[src/rtl/entrada_saida_param_if.sv]
// CPU-side bus of the LabSO I/O controller: control, write data, read data,
// stall and completion pulse. master = datapath, slave = I/O controller.
interface entrada_saida_param_if #(
    parameter int DATA_W = 32
);
    logic [1:0]        entradaSaidaControl;
    logic [DATA_W-1:0] dadosEscrita;
    logic [DATA_W-1:0] DadosLidos;
    logic              stall;
    logic              io_done;

    modport master (
        output entradaSaidaControl,
        output dadosEscrita,
        input  DadosLidos,
        input  stall,
        input  io_done
    );

    modport slave (
        input  entradaSaidaControl,
        input  dadosEscrita,
        output DadosLidos,
        output stall,
        output io_done
    );
endinterface

[src/rtl/entrada_saida_param.sv]
// Memory-mapped I/O controller: debounced switch read and double-dabble
// display write. Ports: clk, reset (sync, active-high), bus (CPU side:
// entradaSaidaControl, dadosEscrita, DadosLidos, stall, io_done),
// entradaDeDados, botaoIN, digits, overflow. Define IO_SEG7_EN to add the
// active-low 7-segment output seg (a..g per digit, units in seg[6:0]).
module entrada_saida_param #(
    parameter int DATA_W          = 32,
    parameter int IN_W            = 4,
    parameter int DIGITS          = 3,
    parameter int DEBOUNCE_CYCLES = 50000
) (
    input  logic                    clk,
    input  logic                    reset,
    entrada_saida_param_if.slave    bus,
    input  logic [IN_W-1:0]         entradaDeDados,
    input  logic                    botaoIN,
    output logic [4*DIGITS-1:0]     digits,
    output logic                    overflow
`ifdef IO_SEG7_EN
    ,
    output logic [7*DIGITS-1:0]     seg
`endif
);

    localparam int CW = $clog2(DEBOUNCE_CYCLES) + 1;
    localparam int SW = $clog2(DATA_W + 1);

    typedef enum logic [1:0] {
        IDLE,
        IN_WAIT,
        OUT_CONV
    } state_t;

    state_t              state;
    logic                btn_s1, btn_s2;
    logic                btn_db, btn_db_q;
    logic [CW-1:0]       db_cnt;
    logic [IN_W-1:0]     sw_s1, sw_s2;
    logic [DATA_W-1:0]   shreg;
    logic [4*DIGITS-1:0] bcd;
    logic [4*DIGITS-1:0] adj;
    logic [4*DIGITS-1:0] bcd_nx;
    logic                carry;
    logic                ovf_s;
    logic [SW-1:0]       step;
    logic                press;

    // Only a fresh debounced rising edge counts as a press.
    assign press = btn_db & ~btn_db_q;

    assign bus.stall = (state != IDLE) |
                       (bus.entradaSaidaControl == 2'b01) |
                       (bus.entradaSaidaControl == 2'b10);

    always_ff @(posedge clk) begin
        if (reset) begin
            btn_s1   <= 1'b0;
            btn_s2   <= 1'b0;
            btn_db   <= 1'b0;
            btn_db_q <= 1'b0;
            db_cnt   <= '0;
            sw_s1    <= '0;
            sw_s2    <= '0;
        end else begin
            btn_s1   <= botaoIN;
            btn_s2   <= btn_s1;
            sw_s1    <= entradaDeDados;
            sw_s2    <= sw_s1;
            btn_db_q <= btn_db;
            if (btn_s2 != btn_db) begin
                if (db_cnt == CW'(DEBOUNCE_CYCLES - 1)) begin
                    btn_db <= btn_s2;
                    db_cnt <= '0;
                end else begin
                    db_cnt <= db_cnt + 1'b1;
                end
            end else begin
                db_cnt <= '0;
            end
        end
    end

    // One double-dabble step; the bit leaving the top nibble marks overflow.
    always_comb begin
        adj = bcd;
        for (int i = 0; i < DIGITS; i++) begin
            if (bcd[4*i +: 4] >= 4'd5)
                adj[4*i +: 4] = bcd[4*i +: 4] + 4'd3;
        end
        {carry, bcd_nx} = {adj, shreg[DATA_W-1]};
    end

    always_ff @(posedge clk) begin
        if (reset) begin
            state          <= IDLE;
            bus.DadosLidos <= '0;
            bus.io_done    <= 1'b0;
            digits         <= '0;
            overflow       <= 1'b0;
            shreg          <= '0;
            bcd            <= '0;
            ovf_s          <= 1'b0;
            step           <= '0;
        end else begin
            bus.io_done <= 1'b0;
            unique case (state)
                IDLE: begin
                    if (bus.entradaSaidaControl == 2'b10) begin
                        state <= IN_WAIT;
                    end else if (bus.entradaSaidaControl == 2'b01) begin
                        state <= OUT_CONV;
                        shreg <= bus.dadosEscrita;
                        bcd   <= '0;
                        ovf_s <= 1'b0;
                        step  <= SW'(DATA_W);
                    end
                end
                IN_WAIT: begin
                    if (press) begin
                        bus.DadosLidos <= DATA_W'(sw_s2);
                        bus.io_done    <= 1'b1;
                        state          <= IDLE;
                    end
                end
                OUT_CONV: begin
                    bcd   <= bcd_nx;
                    shreg <= shreg << 1;
                    ovf_s <= ovf_s | carry;
                    step  <= step - 1'b1;
                    if (step == SW'(1)) begin
                        digits      <= bcd_nx;
                        overflow    <= ovf_s | carry;
                        bus.io_done <= 1'b1;
                        state       <= IDLE;
                    end
                end
                default: state <= IDLE;
            endcase
        end
    end

`ifdef IO_SEG7_EN
    function automatic logic [6:0] seg_lut(input logic [3:0] d);
        logic [6:0] s;
        case (d)
            4'd0:    s = 7'b0000001;
            4'd1:    s = 7'b1001111;
            4'd2:    s = 7'b0010010;
            4'd3:    s = 7'b0000110;
            4'd4:    s = 7'b1001100;
            4'd5:    s = 7'b0100100;
            4'd6:    s = 7'b0100000;
            4'd7:    s = 7'b0001111;
            4'd8:    s = 7'b0000000;
            4'd9:    s = 7'b0000100;
            default: s = 7'b1111111;
        endcase
        return s;
    endfunction

    logic lead;

    // Scan from the top digit down; blank while still in leading zeros.
    always_comb begin
        lead = 1'b1;
        seg  = '1;
        for (int i = DIGITS - 1; i >= 0; i--) begin
            if (digits[4*i +: 4] != 4'd0)
                lead = 1'b0;
            if (overflow)
                seg[7*i +: 7] = 7'b1111110;
            else if (lead && i != 0)
                seg[7*i +: 7] = 7'b1111111;
            else
                seg[7*i +: 7] = seg_lut(digits[4*i +: 4]);
        end
    end
`endif

endmodule

[src/flat_wrapper.sv]
// flat-port wrapper written by rule: the top's interface ports become plain ports
module entrada_saida_param_flat 
#(
    parameter int DATA_W          = 32,
    parameter int IN_W            = 4,
    parameter int DIGITS          = 3,
    parameter int DEBOUNCE_CYCLES = 50000
)
  (clk, reset, entradaDeDados, botaoIN, digits, overflow, bus_entradaSaidaControl, bus_dadosEscrita, bus_DadosLidos, bus_stall, bus_io_done);
  entrada_saida_param_if #(.DATA_W(DATA_W)) bus_i ();
  input  logic clk;
  input  logic reset;
  input  logic [IN_W-1:0] entradaDeDados;
  input  logic botaoIN;
  output logic [4*DIGITS-1:0] digits;
  output logic overflow;
  input wire logic [$bits(bus_i.entradaSaidaControl)-1:0] bus_entradaSaidaControl;
  input wire logic [$bits(bus_i.dadosEscrita)-1:0] bus_dadosEscrita;
  output wire logic [$bits(bus_i.DadosLidos)-1:0] bus_DadosLidos;
  output wire logic [$bits(bus_i.stall)-1:0] bus_stall;
  output wire logic [$bits(bus_i.io_done)-1:0] bus_io_done;
  assign bus_i.entradaSaidaControl = bus_entradaSaidaControl;
  assign bus_i.dadosEscrita = bus_dadosEscrita;
  assign bus_DadosLidos = bus_i.DadosLidos;
  assign bus_stall = bus_i.stall;
  assign bus_io_done = bus_i.io_done;
  entrada_saida_param #(.DATA_W(DATA_W), .IN_W(IN_W), .DIGITS(DIGITS), .DEBOUNCE_CYCLES(DEBOUNCE_CYCLES)) u_core (.clk(clk), .reset(reset), .bus(bus_i), .entradaDeDados(entradaDeDados), .botaoIN(botaoIN), .digits(digits), .overflow(overflow));
endmodule
[config.mk]
export PLATFORM = sky130hd
export DESIGN_NAME = entrada_saida_param_flat
export DESIGN_NICKNAME = d
export VERILOG_FILES = /design/src/rtl/entrada_saida_param_if.sv /design/src/rtl/entrada_saida_param.sv /design/src/flat_wrapper.sv
export SDC_FILE = /design/constraint.sdc
export NUM_CORES = 1
export LEC_CHECK = 0
export CAP_MARGIN = 20
export CELL_PAD_IN_SITES_DETAIL_PLACEMENT = 0
export CELL_PAD_IN_SITES_GLOBAL_PLACEMENT = 1
export CORE_MARGIN = 10
export CORE_UTILIZATION = 23
export DETAILED_ROUTE_END_ITERATION = 10
export PLACE_DENSITY_LB_ADDON = 0.1
export SLEW_MARGIN = 20
export SYNTH_ARGS = -nofsm -noshare
export SYNTH_HDL_FRONTEND = slang
export SYNTH_SLANG_ARGS = --single-unit
[constraint.sdc]
create_clock -name clk -period 3.4 [get_ports clk]
set_input_delay 0.68 -clock clk [delete_from_list [all_inputs] [get_ports clk]]
set_output_delay 0.68 -clock clk [all_outputs]
set_load 0.1 [all_outputs]
### After elaboration in Yosys (flattened, before gate mapping)

Index checks and enable logic that the tools add are counted.

| operators by class | value |
|---|---|
| $add $sub $neg | 5 |
| order comparisons | 3 |
| equality and inequality tests | 12 |
| muxes and demuxes | 23 |
| bitwise operators | 6 |
| reductions and logical operators | 9 |

Operators by type and width:

| kind | number |
|---|---|
| $mux 32 | 2 |
| $pmux 32 s2 | 1 |
| $mux 12 | 2 |
| $pmux 12 s2 | 1 |
| $add 17x1->17 const B | 1 |
| $eq 17x16->1 const B | 1 |
| $add 4x2->4 const B | 3 |
| $ge 4x3->1 const B | 3 |
| $mux 4 | 3 |
| $mux 6 | 2 |
| $pmux 6 s2 | 1 |
| $mux 2 | 4 |
| $eq 6x1->1 const B | 1 |
| $ne 2x1->1 const B | 3 |
| $pmux 2 s3 | 1 |
| $reduce_and 2->1 | 3 |
| $reduce_and 3->1 | 2 |
| $sub 6x1->6 const B | 1 |
| $eq 2x1->1 const B | 2 |
| $eq 2x2->1 const B | 2 |
| $mux 1 | 4 |
| $pmux 1 s2 | 2 |
| $reduce_bool 2->1 | 2 |
| $ne 3x1->1 const B | 1 |
| other kinds (7) | 10 |

| word-level totals | value |
|---|---|
| bits in registers | 100 |
| input bits | 41 |
| output and inout port bits | 47 |

### Logic depth before layout (Yosys ltp)

Gate-level depths: netlist of the first run.

| depth | value |
|---|---|
| depth in word-level cells | 4 |
| depth in mapped cells | 9 |

### Least setup slack after synthesis of the first run

No wires, ideal clock.

| path | value |
|---|---|
| path kind | input-to-output |
| start point | input port bus_entradaSaidaControl[0] |
| end point | output port bus_stall |
| arrival time | 1.599 ns |
| setup slack | 1.121 ns |
| stages | 2 |
| path buffers | 0 |
| cells stage by stage | nand2b_1 > nand3_1 |

| on the way | value |
|---|---|
| longest elaborated chain between the ends | 3 |

RTL lines:

| element | RTL line | source |
|---|---|---|
| start: declaration | flat_wrapper.sv:17 | `input wire logic [$bits(bus_i.entradaSaidaControl)-1:0] bus_entradaSaidaControl;` |
| $eq 2x1->1 | entrada_saida_param.sv:52 | `(bus.entradaSaidaControl == 2'b01) \|` |
| $or 1x1->1 | entrada_saida_param.sv:51 | `assign bus.stall = (state != IDLE) \|` |
| $or 1x1->1 * | entrada_saida_param.sv:52 |  |
| end: declaration | flat_wrapper.sv:20 | `output wire logic [$bits(bus_i.stall)-1:0] bus_stall;` |

Every way passes the cells marked *; elsewhere a longest branch is shown, timed or not.

### Worst setup path in the final report of the first run

| path | value |
|---|---|
| start point | input port bus_entradaSaidaControl[1] |
| end point | output port bus_stall |

The elaborated chain is that of the path after synthesis.

==> flow_summary.toml, run 1 <==
[floorplan]
core_mm2 = 0.01946
initial_core_util_pct = 23.37
die_h_um = 160.6
ios = 88
die_area_mm2 = 0.02580
die_w_um = 160.6
num_rows = 51

[drt]
dr.pass1.iters = 4
first_iter_violations = 122
drc = 0
ant_nets = 0
via_count = 3573
wl_per_cell_um = 13.81
vias_per_cell = 4.305
drt-total-wl_um = 11470

[worst_setup_path]
crit_path_end_kind = "output port"
worstSetupPathType = "in2out"
ff2ff_path_depth = 4
required_ns = 2.72
worstReg2RegEnd = "u_core.db_cnt[9]"
crit_fanout = 4
cp-start-kind = "primary input"
worstPathCellList = "clkdlybuf4s50_1, nand2b_1, nand3_1, buf_12"
slowest_delay_ns = 0.49
rr_startpoint = "u_core.db_cnt[4]"
arrival_ns = 1.76
rrSetupSlack_ns = 1.18
crit_path_top_delay_cell = "clkdlybuf4s50_1"

[clock_tree]
cts_hold_buf = 0
ctsHtreeMaxLevel = 3
numCtsBuffers = 9
clkSlewWorstSetupHoldPaths_ns = 0.06
clock_sink_count = 100
worstSkewPairLatency_ns = 0.35
cts_tree = "built"
cts-resized-gates = 0
root_buffer = "clkbuf_16"
cts_max_path_buffers = 2
post_cts_buffers = 0

[yosys]
ys_warn_count = 0
synth_edf_count = 0
synth-main-ff-cell = "dfxtp_1"
synthDistinctLibCells = 46
yosysSeqAreaShare_pct = 44.02
synth_top_area_share_pct = 44.02
netlist.top_cell.by_area = "dfxtp_1"
ys_seq_elements = 100
synth_xor_area_share_pct = 4.237
synth_top_family_by_area = "simple AND/OR/NAND/NOR gates"
synth.area.top_cells = "dfxtp_1 44%, mux2i_1 5.3%, buf_4 4.8%, nor2_1 4.5%, a211oi_1 3.8%"
synthSimpleGateAreaFrac_pct = 21.71
netlist_area_mm2 = 0.004548
async_flop_share_pct = 0
synth-compound-area-share_pct = 11.94
syn_avg_cell_area_um2 = 8.900
netlist_instances = 511
synthMuxAreaShare_pct = 6.025
synth_fa_ha_area_share_pct = 3.301

[timing]
fin_worst_skew_ns = 0.006671
hold-worst-slack_ns = 0.4325
setup_slack_ns = 0.9570
rsz0062_at_grt = "no"
slew_viol_final = 0
setup-tns-final_ns = 0
slew_headroom_pct = 51.99
worst_pin_slew_ns = 0.7201
fin_crit_sh_pct = 71.85
hold_viol = 0
period_needed_ns = 2.443
setup_viol = 0
fmax_mhz = 409.3

[placed_design]
placed_cell_area_mm2 = 0.005280
io_buffers = 59
gp_congestion = 0.7581
placed_cells = 814
dp_slack_ns = 0.9594
dp_hpwl_um = 7951

[flow_run]
maxCapViolCount = 0

[grt]
antenna_found_initial = 0
grt_max_degree = 58
track_usage_pct = 8.999
gr-total-overflow = 0
grt_pass1_vias = 3527
grt_pass1_wl_um = 18840

[power]
power.leakage_nw = 1.960
ir_drop_v = 0.0002834
power_mw = 3.383
p_per_area_mw_per_mm2 = 604.1

[final_layout]
fin_util_pct = 28.77
design_area_mm2 = 0.005599
antenna_cells = 0
fin_cells = 830
final_cell_mix = "100 x dfxtp_1, 55 x nor2_1, 39 x clkdlybuf4s50_1, 37 x nand2_1, 28 x conb_1"
final_nets = 613
final_common_cell = "dfxtp_1"
drive_gt1_share_pct = 10.09
syn_to_final_growth_pct = 23.11

[min_path]
hold_class = "reg2reg"
min-delay-start = "u_core.sw_s1[2]"
hold_end = "u_core.sw_s2[2]"
holdPathStages = 1

[status]
status = "completed"
Yosys cell counts (4+ instances only):
cell      number
a211oi_1      23
nand2_1       37
nor2_1        55
nor3_1        16
o32ai_1        6
nand3_1       24
nor3b_1        4
clkbuf_1      19
dfxtp_1      100
nand2b_1       7
xnor2_1        7
ha_1          12
nand3b_1       7
buf_1          5
a31oi_1       14
nand4_1        6
mux2i_1       24
xor2_1        15
and4_1         5
o21ai_0       18
a21oi_1       12
nor2b_1       16
inv_1         17
buf_4         29
worst max-delay path: cells and delay by family:
| kind | cells | cell delay, ns |
|---|---|---|
| buffers and inverters | 2 | 0.69 |
| and+or+nand+nor | 2 | 0.38 |
power breakdown:
group	leakage, nW	total [mW]	internal, mW	switching (mW)
clock	0.153	1.11	0.665	0.447
sequential	0.813	1.35	1.29	0.0642
combinational	0.994	0.917	0.309	0.608
total	1.96	3.38	2.26	1.12
layout make-up:
| type | count | area [µm²] |
|---|---|---|
| Fill cell | 2082 | 13860 |
| Multi-Input combinational cell | 365 | 2260 |
| Sequential cell | 100 | 2002 |
| Timing Repair Buffer | 67 | 623.1 |
| Tap cell | 265 | 331.6 |
| Clock buffer | 12 | 246.5 |
| Clock inverter | 4 | 72.57 |
| Inverter | 17 | 63.81 |
how the worst max path moves through the flow:
stage                                from            end  slack (ns)  cells past startpoint
5_1_grt        bus_entradaSaidaControl[1]      bus_stall        0.86                      4
6_report       bus_entradaSaidaControl[1]      bus_stall        0.96                      4
2_1_floorplan  bus_entradaSaidaControl[0]      bus_stall        1.12                      2
3_3_place_gp   bus_entradaSaidaControl[1]      bus_stall        0.98                      4
4_1_cts        bus_entradaSaidaControl[1]      bus_stall        0.95                      4
3_5_place_dp   bus_entradaSaidaControl[1]  u_core.bcd[6]        0.96                      6
kinds of logic (layout without fill, tap and decap cells):
logic type	Yosys count	count (layout)
AOI/OAI and AO/OA	82	82
and+or+nand+nor	194	194
muxes	27	27
other	1	28
adders and majority gates	12	12
xor gates and xnor gates	22	22
buffers and inverters	73	100
DFF	100	100
per-layer routing:
layer,up-vias,part of all wire (%),global-route usage [%]
li1,1820,-,-
met1,1661,53,12.18
met2,86,41,13.31
met3,6,4.8,3.144
met4,0,0.96,2.254
met5,-,0,0
flip-flops by register name, indices dropped and copies added (netlist names):
name,count
u_core.shreg,32
u_core.sw_s1,4
u_core.ovf_s,1
u_core.overflow,1
u_core.btn_s2,1
u_core.state,2
u_core.digits,12
u_core.bus.DadosLidos,4
u_core.bus.io_done,1
u_core.step,6
u_core.bcd,12
u_core.db_cnt,17
u_core.btn_s1,1
u_core.btn_db_q,1
u_core.sw_s2,4
u_core.btn_db,1
Power figures use the tool's default switching activity.
==> inputs of run 2 (changes only) <==
==> constraint.sdc (replaced) <==
create_clock -name clk -period 2.1 [get_ports clk]
set_input_delay 0.42 -clock clk [delete_from_list [all_inputs] [get_ports clk]]
set_output_delay 0.42 -clock clk [all_outputs]
set_load 0.1 [all_outputs]
==> flow_summary.toml, run 2 (synthesis gave the netlist of run 1 again) <==
[grt]
track_usage_pct = 9.198
grt_pass1_vias = 3642
grt_max_degree = 37
gr-total-overflow = 0
grt_pass1_wl_um = 19170
antenna_found_initial = 0

[worst_setup_path]
rr_startpoint = "u_core.db_cnt[13]"
arrival_ns = 2.25
rrSetupSlack_ns = 0.14
cp-start-kind = "flop"
startpoint = "u_core.db_cnt[13]"
worstSetupPathType = "reg2reg"
crit_path_end_kind = "flop"
required_ns = 2.40
ff2ff_path_depth = 4
crit_fanout = 4

[clock_tree]
worstSkewPairLatency_ns = 0.35
clkSlewWorstSetupHoldPaths_ns = 0.07
cts_tree = "built"
clock_sink_count = 100
numCtsBuffers = 9
ctsHtreeMaxLevel = 3
cts_max_path_buffers = 2
post_cts_buffers = 0
root_buffer = "clkbuf_16"

[final_layout]
final_cell_mix = "100 x dfxtp_1, 54 x nor2_1, 39 x clkdlybuf4s50_1, 37 x nand2_1, 37 x buf_4"
drive_gt1_share_pct = 12.95
final_common_cell = "dfxtp_1"
largest-register = "u_core.shreg"
syn_to_final_growth_pct = 25.75
fillers = 2066
final_nets = 627
regArea_mm2 = 0.002002
fin_cells = 844
largest_reg_flops = 32
largestRegisters = "u_core.shreg: 32 flops, u_core.db_cnt: 17 flops"
antenna_cells = 0
multiInputGateArea_mm2 = 0.002266

[placed_design]
gp_congestion = 0.7655
dp_hpwl_um = 8299
dp_slack_ns = -0.008958
placed_cells = 828
io_buffers = 59

[floorplan]
core_mm2 = 0.01946
die_area_mm2 = 0.02580
die_h_um = 160.6
ios = 88
num_rows = 51
die_w_um = 160.6
initial_core_util_pct = 23.37

[power]
p_per_area_mw_per_mm2 = 954.5
ir_drop_v = 0.0005205
power.leakage_nw = 2.031

[timing]
setup_slack_ns = 0.1426
hold_viol = 0
setup-tns-final_ns = 0
fin_worst_skew_ns = 0.009429
fmax_mhz = 510.9
hold-worst-slack_ns = 0.3668
setup_viol = 0
fin_crit_sh_pct = 93.21
slew_viol_final = 0
rsz0062_at_grt = "no"
period_needed_ns = 1.957

[drt]
dr.pass1.iters = 4
first_iter_violations = 181
wl_per_cell_um = 13.92
drt-total-wl_um = 11750
via_count = 3560
vias_per_cell = 4.218
drc = 0
ant_nets = 0

[status]
status = "completed"

[min_path]
hold_class = "in2reg"
holdPathStages = 4
min-delay-start = "reset"

[flow_run]
maxCapViolCount = 0
## run 2: cell type report
class / instances / area share, %
Multi-Input combinational cell: 365 / 39.62
Sequential cell: 100 / 35.00
Timing Repair Buffer: 81 / 13.17
Tap cell: 265 / 5.797
Clock buffer: 11 / 4.244
Inverter: 17 / 1.116
Clock inverter: 5 / 1.050
## run 2: layer usage
metal / vias to the layer above / GRT usage, % / share of wire [%]
met4: 0 / 4.132 / 1.8
met1: 1628 / 12.81 / 53
met3: 12 / 2.531 / 4.4
met2: 77 / 12.82 / 40
li1: 1843 / - / -
met5: - / 0 / 0
## run 2: where the power goes
group	internal [mW]	switching (mW)	leakage [nW]
clock network	0.962	0.756	0.146
logic	0.555	0.996	1.07
registers	2.09	0.103	0.813
total	3.60	1.86	2.03
## run 2: path summary, 6_finish.rpt
kind	to
setup / recovery	u_core.btn_db
hold / removal	u_core.state[1]
setup reg to reg	u_core.btn_db
hold reg to reg	u_core.sw_s2[0]
## run 2: what timing repair did
action / 4_1_cts / 5_1_grt
setup endpoints to repair: 0 / 6
gates resized for setup: 0 / 3
hold buffers: 0 / 0
## run 2: critical path, cell delays in order, from the launching register on
cell	delay [ns]
dfxtp_1	0.35
or4b_1	0.55
or4_4	0.46
or4b_1	0.48
nand2_1	0.08
## run 2: stage by stage
step	instance area, µm²	utilization, %	power (mW)
after detailed placement	5410	27.80	3.790
final	5719	29.39	5.459
after CTS	5713	29.35	5.552
after floorplan	4649	-	3.375
after global routing	5719	29.39	5.779
after global placement	5410	27.80	3.791
==> inputs of run 3 (changes only) <==
--- a/config.mk
+++ b/config.mk
@@ -5,7 +5,7 @@
 export SDC_FILE = /design/constraint.sdc
 export NUM_CORES = 1
 export LEC_CHECK = 0
-export CAP_MARGIN = 20
+export CAP_MARGIN = 40
 export CELL_PAD_IN_SITES_DETAIL_PLACEMENT = 0
 export CELL_PAD_IN_SITES_GLOBAL_PLACEMENT = 1
 export CORE_MARGIN = 10
==> results of run 3 <==
Same layout as run 2: the final DEF is identical, and so are final timing and power.
